<file path="config.mk">
export PLATFORM = sky130hd
export DESIGN_NAME = count_cmd_sequencer
export DESIGN_NICKNAME = d
export VERILOG_FILES = /design/src/rtl/count_cmd_sequencer.sv
export SDC_FILE = /design/constraint.sdc
export NUM_CORES = 1
export LEC_CHECK = 0
export ABC_AREA = 1
export CORE_AREA = 5 5 81 120
export DETAILED_ROUTE_END_ITERATION = 16
export DIE_AREA = 0 0 86 125
export GPL_TIMING_DRIVEN = 0
export PLACE_DENSITY = 0.68
export SLEW_MARGIN = 30
export SYNTH_ARGS = -nofsm -noshare
export SYNTH_HDL_FRONTEND = slang
export SYNTH_SLANG_ARGS = --single-unit
</file>
<file path="constraint.sdc">
create_clock -name Clk -period 2.8 [get_ports Clk]
set_clock_uncertainty 0.1 [all_clocks]
set_input_delay 0.42 -clock Clk [delete_from_list [all_inputs] [get_ports Clk]]
set_output_delay 0.42 -clock Clk [all_outputs]
set_load 0.02 [all_outputs]
</file>
<file path="src/rtl/count_cmd_sequencer.sv">
// count_cmd_sequencer: queues {select,length} count commands and
// replays each as a run of En pulses with a stable Slt.
module count_cmd_sequencer #(
  parameter int FIFO_DEPTH = 4,
  parameter int LEN_W      = 16
) (
  input  logic                        Clk,
  input  logic                        Reset,
  input  logic                        Cmd_valid,
  output logic                        Cmd_ready,
  input  logic                        Cmd_slt,
  input  logic [LEN_W-1:0]            Cmd_len,
  input  logic                        Hold,
  input  logic                        Flush,
  output logic                        En,
  output logic                        Slt,
  output logic                        Done,
  output logic                        Busy,
  output logic [$clog2(FIFO_DEPTH):0] Fifo_count
);

  localparam int PW = $clog2(FIFO_DEPTH);
  localparam int CW = PW + 1;

  typedef enum logic {
    IDLE,
    RUN
  } state_t;

  logic             slt_mem [FIFO_DEPTH];
  logic [LEN_W-1:0] len_mem [FIFO_DEPTH];

  logic [PW-1:0]    wr_ptr_q, wr_ptr_d;
  logic [PW-1:0]    rd_ptr_q, rd_ptr_d;
  logic [CW-1:0]    cnt_q, cnt_d;
  state_t           state_q, state_d;
  logic [LEN_W-1:0] rem_q, rem_d;
  logic             slt_q, slt_d;
  logic             done_q, done_d;

  logic             push;
  logic             pop;
  logic             empty;

  assign empty      = (cnt_q == '0);
  assign Cmd_ready  = !Reset && !Flush &&
                      (cnt_q < CW'(FIFO_DEPTH));
  assign push       = Cmd_valid && Cmd_ready;
  assign Done       = done_q;
  assign Busy       = (state_q == RUN) || !empty;
  assign Fifo_count = cnt_q;

  // Run sequencing, FIFO bookkeeping and the counter-facing outputs.
  always_comb begin
    wr_ptr_d = wr_ptr_q;
    rd_ptr_d = rd_ptr_q;
    cnt_d    = cnt_q;
    state_d  = state_q;
    rem_d    = rem_q;
    slt_d    = slt_q;
    done_d   = 1'b0;
    pop      = 1'b0;
    En       = (state_q == RUN) && !Hold;
    Slt      = (state_q == RUN) ? slt_q : 1'b0;

    unique case (state_q)
      IDLE: begin
        if (!empty) begin
          pop   = 1'b1;
          rem_d = len_mem[rd_ptr_q];
          slt_d = slt_mem[rd_ptr_q];
          if (len_mem[rd_ptr_q] != '0) begin
            state_d = RUN;
          end else begin
            done_d = 1'b1;
          end
        end
      end
      RUN: begin
        if (En) begin
          rem_d = rem_q - LEN_W'(1);
          if (rem_q == LEN_W'(1)) begin
            state_d = IDLE;
            done_d  = 1'b1;
          end
        end
      end
      default: state_d = IDLE;
    endcase

    if (push) wr_ptr_d = wr_ptr_q + PW'(1);
    if (pop)  rd_ptr_d = rd_ptr_q + PW'(1);

    unique case ({push, pop})
      2'b10:   cnt_d = cnt_q + CW'(1);
      2'b01:   cnt_d = cnt_q - CW'(1);
      default: cnt_d = cnt_q;
    endcase

    if (Flush) begin
      state_d  = IDLE;
      wr_ptr_d = '0;
      rd_ptr_d = '0;
      cnt_d    = '0;
      rem_d    = '0;
      done_d   = 1'b0;
    end
  end

  // Control state, synchronous active-high reset.
  always_ff @(posedge Clk) begin
    if (Reset) begin
      wr_ptr_q <= '0;
      rd_ptr_q <= '0;
      cnt_q    <= '0;
      state_q  <= IDLE;
      rem_q    <= '0;
      slt_q    <= 1'b0;
      done_q   <= 1'b0;
    end else begin
      wr_ptr_q <= wr_ptr_d;
      rd_ptr_q <= rd_ptr_d;
      cnt_q    <= cnt_d;
      state_q  <= state_d;
      rem_q    <= rem_d;
      slt_q    <= slt_d;
      done_q   <= done_d;
    end
  end

  // Command storage; contents are don't-care until written.
  always_ff @(posedge Clk) begin
    if (push) begin
      slt_mem[wr_ptr_q] <= Cmd_slt;
      len_mem[wr_ptr_q] <= Cmd_len;
    end
  end

endmodule
</file>
==> Word level (Yosys, flattened, before mapping) <==
Memory sizes are Yosys's and may differ from the RTL's. A register that Yosys moved wholly into a read port is not among the register bits.
Index checks and enable logic that the tools add are counted.
{ "totals": {"reg_bits": 25, "mem_bits_rw": 68, "in_bits": 22, "output_inout_bits": 8, "word_cells": 57, "mem_count": 2} }
{ "memory_table": {"columns": ["memory", "depth", "word_bits", "rd", "rd_clocked_by_memory_dff", "write_ports", "line_no", "rtl"], "rows": [
  ["len_mem", 4, 16, 1, 1, 1, "31", "logic [LEN_W-1:0] len_mem [FIFO_DEPTH];"],
  ["slt_mem", 4, 1, 1, 1, 1, "30", "logic slt_mem [FIFO_DEPTH];"]
]} }
{ "op_classes": {"add_sub_neg": 5, "n_lt_le_gt_ge": 1, "eq_ne": 5, "n_mux": 21, "bitwise_logic": 2, "reduce_logical": 15} }
{ "op_table": {"columns": ["op", "count"], "rows": [
  ["2-to-1 mux 16 bit", 2],
  ["one-hot mux 16 bit (2 select lines)", 1],
  ["== test 16 x 1 -> 1 bit (second input constant)", 1],
  ["nonzero test 16 bit", 1],
  ["subtractor 16 x 1 -> 16 bit (second input constant)", 1],
  ["2-to-1 mux 1 bit", 13],
  ["one-hot mux 3 bit (2 select lines)", 1],
  ["adder 2 x 1 -> 2 bit (second input constant)", 2],
  ["logical AND 1 bit", 4],
  ["logical NOT 1 bit", 4],
  ["2-to-1 mux 2 bit", 2],
  ["!= test 2 bit (second input constant)", 2],
  ["one-hot mux 1 bit (2 select lines)", 2],
  ["AND reduction 2 bit", 2],
  ["adder 3 x 1 -> 3 bit (second input constant)", 1],
  ["logical NOT 3 bit", 1],
  ["less-than comparator 3 bit (second input constant)", 1],
  ["subtractor 3 x 1 -> 3 bit (second input constant)", 1],
  ["== test 2 x 1 -> 1 bit (second input constant)", 1],
  ["== test 2 bit (second input constant)", 1],
  ["inverter 1 bit", 2],
  ["nonzero test 2 bit", 1],
  ["OR reduction 2 bit", 1],
  ["logical OR 1 bit", 1]
]} }

==> Depth between registers and ports, before layout <==
{ "logic_depth": {"word_depth": 6, "ltp_mapped": 12, "ltp_nobuf": 11} }

==> Worst setup path before layout <==
Ideal clock, no wire load.
{ "synth_timing": {"path_type": "input -> register", "startpoint": "input port Flush", "endpoint": "memory len_mem[0][0] (enable)", "setup_ns": 0.391, "arrival_time_ns": 2.078, "t_required_ns": 2.309, "path_slack_ns": 0.232, "cell_stages": 5, "n_path_buf": 0, "path_cell_list": "nor2_2 -> inv_2 -> nor2_1 -> nand2_2 -> nor2_1"} }
{ "synth_between": {"elab_chain_cells": 6} }
{ "synth_lines": {"columns": ["element", "line_no", "rtl"], "rows": [
  ["from (decl)", "14", "input logic Flush,"],
  ["logical NOT 1 bit", "46", "assign Cmd_ready = !Reset && !Flush &&"],
  ["logical AND 1 bit (2 in a row)", "46", null],
  ["net Cmd_ready", "10", "output logic Cmd_ready,"],
  ["logical AND 1 bit", "48", "assign push = Cmd_valid && Cmd_ready;"],
  ["2-to-1 mux 1 bit", "133", "if (push) begin"],
  ["2-to-1 mux 1 bit (not written as such)", "135", "len_mem[wr_ptr_q] <= Cmd_len;"],
  ["to (decl)", "31", null]
]} }
The timed path passes the listed nets, and every way through them passes these cells.

==> Final worst setup path <==
{ "layout_timing": {"startpoint": "register state_q", "endpoint": "output port Busy"} }
{ "layout_between": {"elab_chain_cells": 1} }
{ "layout_lines": {"columns": ["element", "line_no", "rtl"], "rows": [
  ["from (decl)", "36", "state_t state_q, state_d;"],
  ["from (signal assigned)", "124", "state_q <= state_d;"],
  ["logical OR 1 bit", "50", "assign Busy = (state_q == RUN) || !empty;"],
  ["to (decl)", "18", "output logic Busy,"]
]} }
No other way between the ends.

==> summary.txt <==
Route
  – Wirelength, routed: about 9 mm
  – Vias per cell: approximately 5.3
  – Total number of vias: roughly 3.2k
  – DRC: 0
  – Initial DRC count: roughly 240
  – WL/cell: between 15 and 20 um
  – Antenna violation net count after detailed routing: 0
  – DR pass1 iterations: 5

Floorplanning
  – Starting density of the core: 0.498
  – Die area: 10,800 um^2
  – Core area: slightly below 9000 um^2
  – Io pins: 30
  – Chip width: between 80 and 90 um
  – Die Ht: approximately 130 um
  – Rows: 42

Synth
  – Cell variety after synth: 34
  – Post-synth net total: slightly below 500
  – Post-synth EDFFs: between 60 and 70
  – Register area share after synthesis: 0.603
  – Yosys reg bits: 96
  – Avg Inst Size Synth: 9.57 um^2
  – Netlist Area Pre-Place: 4320 um^2
  – Ys flop type: edfxtp_1
  – YS warnings: 0
  – Syn Inst Count: roughly 450
  – Share of flip-flops with an asynchronous set or reset: 0

Worst setup path
  – Worst r2r src: Fifo_count[2]$_SDFFE_PP0P_
  – Startpoint Class: flop
  – R2R setup slack: just over 700 ps
  – Setup crit end: Busy
  – Worst EP arrival: between 2000 and 2500 ps
  – Crit. End Element: output pin
  – FF-to-FF path depth: 9
  – Setup CP Type: flop to output pin
  – CP startpoint: state_q$_SDFF_PP0_
  – R2R Path End: Fifo_count[2]$_SDFFE_PP0P_
  – Crit path max fanout: 10
  – Worst endpoint required time: between 2000 and 2500 ps

Global routing
  – GRT met3 Usage: 0.0428
  – Remaining Overflow, GRT: 0
  – Initial antenna violation count: 0
  – GR peak layer: met2
  – Global-route usage over all layers: 0.179
  – Pin count of the biggest net entering global routing: 18
  – Met1 usage: 0.210
  – GR Util met2: 0.313
  – First-pass GRT wire length: 15.0 mm
  – Vias in the first global route: approximately 3k

Timing
  – Minimum clock period: roughly 2600 ps
  – Setup violations, final: 0
  – Max-slew violations: 0
  – Final setup margin: between 150 and 200 ps
  – Worst slew pin tran: 592 ps
  – Fin crit share: 0.945
  – WHS: ~360 ps
  – Final Hold Vio Count: 0
  – Max Fclk: ~380 MHz
  – Slew Limit Headroom: 0.605
  – Unrepaired setup endpoints after global routing: no
  – Setup TNS: 0 ps

Power
  – Power per cell area: a little under 600 nW/um^2
  – P_leak: 0.00193 uW
  – Tot Pwr: ~2900 uW
  – Maximum VDD drop: 0.000461 V

Cells and area
  – Post-Route Utilization: 0.584
  – Antenna Cells: 0
  – Final net count: between 500 and 600
  – Syn-to-layout area delta: 17.3%
  – Share of cells above drive strength 1: 0.0927

Clock network
  – H-tree Lvls: 3
  – CTS clk-pin slew, worst paths: ~60 ps
  – Skew-Pair Late Insertion Delay: approximately 340 ps
  – Max Root-Sink Buffers: 2
  – CTS tree: yes
  – Total clock sinks: 96
  – Root buffer cell: clkbuf_16
  – Number of buffers created by CTS: 9

Min path
  – Hold Crit Start: rem_q[14]$_SDFFE_PP0P_
  – Hold WC Path Type: flop to flop

Placed design
  – HPWL after DPL: approximately 6.4 mm
  – Port Buf Inserts: 29
  – Pre-CTS WS: -229 ps
  – Global placement routability congestion: 0.885

Outcome
  – Outcome: finished clean

Job
  – Max-Cap Viols: 0
[cell type report]
type | count | area, um^2
buffer | 15 | 110
clock buffer | 11 | 253
clock inverter | 5 | 31.3
fill | 758 | 3610
inverter | 33 | 128
multi-input combinational | 307 | 1510
sequential | 96 | 2600
tap | 110 | 138
timing repair buffer | 29 | 290
[metal layers]
metal / share of wire / routed length [um] / vias up
met5: 0 / 0 / -
met4: 0.020 / 187 / 0
met3: 0.049 / 445 / 13
met2: 0.53 / 4820 / 89
met1: 0.40 / 3710 / 1507
li1: - / - / 1610
[state kept, by name, indices dropped and copies added, names as in the netlist, named ones only]
name	flops
Done	1
Fifo_count	3
len_mem	64
rd_ptr_q	2
rem_q	16
slt_mem	4
slt_q	1
state_q	1
wr_ptr_q	2
[placed cells by master, fill, tap and decap left out, drive strengths merged]
cell type / instances
a211oi: 1
nand3: 43
nand2: 136
a221oi: 1
ha: 7
clkinv: 7
nand3b: 2
nor2: 44
edfxtp: 68
o211ai: 6
nand4: 1
o21a: 1
a311oi: 1
buf: 12
nor3: 3
nor4: 2
dfxtp: 28
fa: 1
clkdlybuf4s50: 29
clkbuf: 14
xor2: 7
inv: 31
o21ai: 23
a21oi: 28
[per-stage QoR]
| step | area [um^2] | instances |
|---|---|---|
| 2_1_floorplan | 4320 | 451 |
| 3_3_place_gp | 4750 | 590 |
| 3_5_place_dp | 4780 | 590 |
| 4_1_cts | 5060 | 606 |
| 5_1_grt | 5060 | 606 |
| 6_report | 5060 | 606 |
[cells by family (layout without fill, tap and decap cells)]
family                     after synthesis  count (layout)  share of synthesized area
xor gates and xnor gates                 7               7                     0.0142
and+or+nand+nor                        231             231                      0.225
adders and majority gates                8               8                     0.0249
AOI/OAI and AO/OA                       61              61                     0.0780
buffers and inverters                   48              93                     0.0551
DFF                                     96              96                      0.603
[critical path, stage by stage (launching register included)]
cell             delay (ps)
dfxtp_1                 310
buf_4                   180
clkinv_1                240
clkbuf_1                310
nand2_1                 140
clkdlybuf4s50_1         610
[worst min path at each step]
stage	endpoint	slack, ps	depth (start not counted)
finish	rem_q[14]$_SDFFE_PP0P_	360	2
global route	rem_q[14]$_SDFFE_PP0P_	390	2
CTS	rem_q[14]$_SDFFE_PP0P_	370	2
detailed placement	rem_q[14]$_SDFFE_PP0P_	360	2
global placement	rem_q[14]$_SDFFE_PP0P_	350	2
floorplan	rem_q[14]$_SDFFE_PP0P_	340	2
[synth_stat cells (3+ instances only)]
master	count	area share
nor2_1	39	0.034
ha_1	7	0.020
buf_6	5	0.013
o211ai_1	6	0.010
edfxtp_1	68	0.47
buf_2	4	0.0046
buf_4	3	0.0052
nand2_1	134	0.12
nor2_2	3	0.0043
a21oi_1	27	0.031
clkbuf_1	3	0.0026
inv_1	26	0.023
nand3_1	43	0.050
o21ai_1	3	0.0035
dfxtp_1	28	0.13
xor2_1	7	0.014
o21ai_0	20	0.023
inv_2	4	0.0035
[what timing repair did]
action	CTS	global route
hold buffers	0	0
endpoints found under the setup margin	0	3
setup buffers	0	0
resized for setup	0	1
[where the power goes]
group	internal, uW	total [uW]	switching (uW)
Clock	647	1150	502
Sequential	1540	1550	9.46
Combinational	89.1	231	142
(Power assumes the default switching activity.)
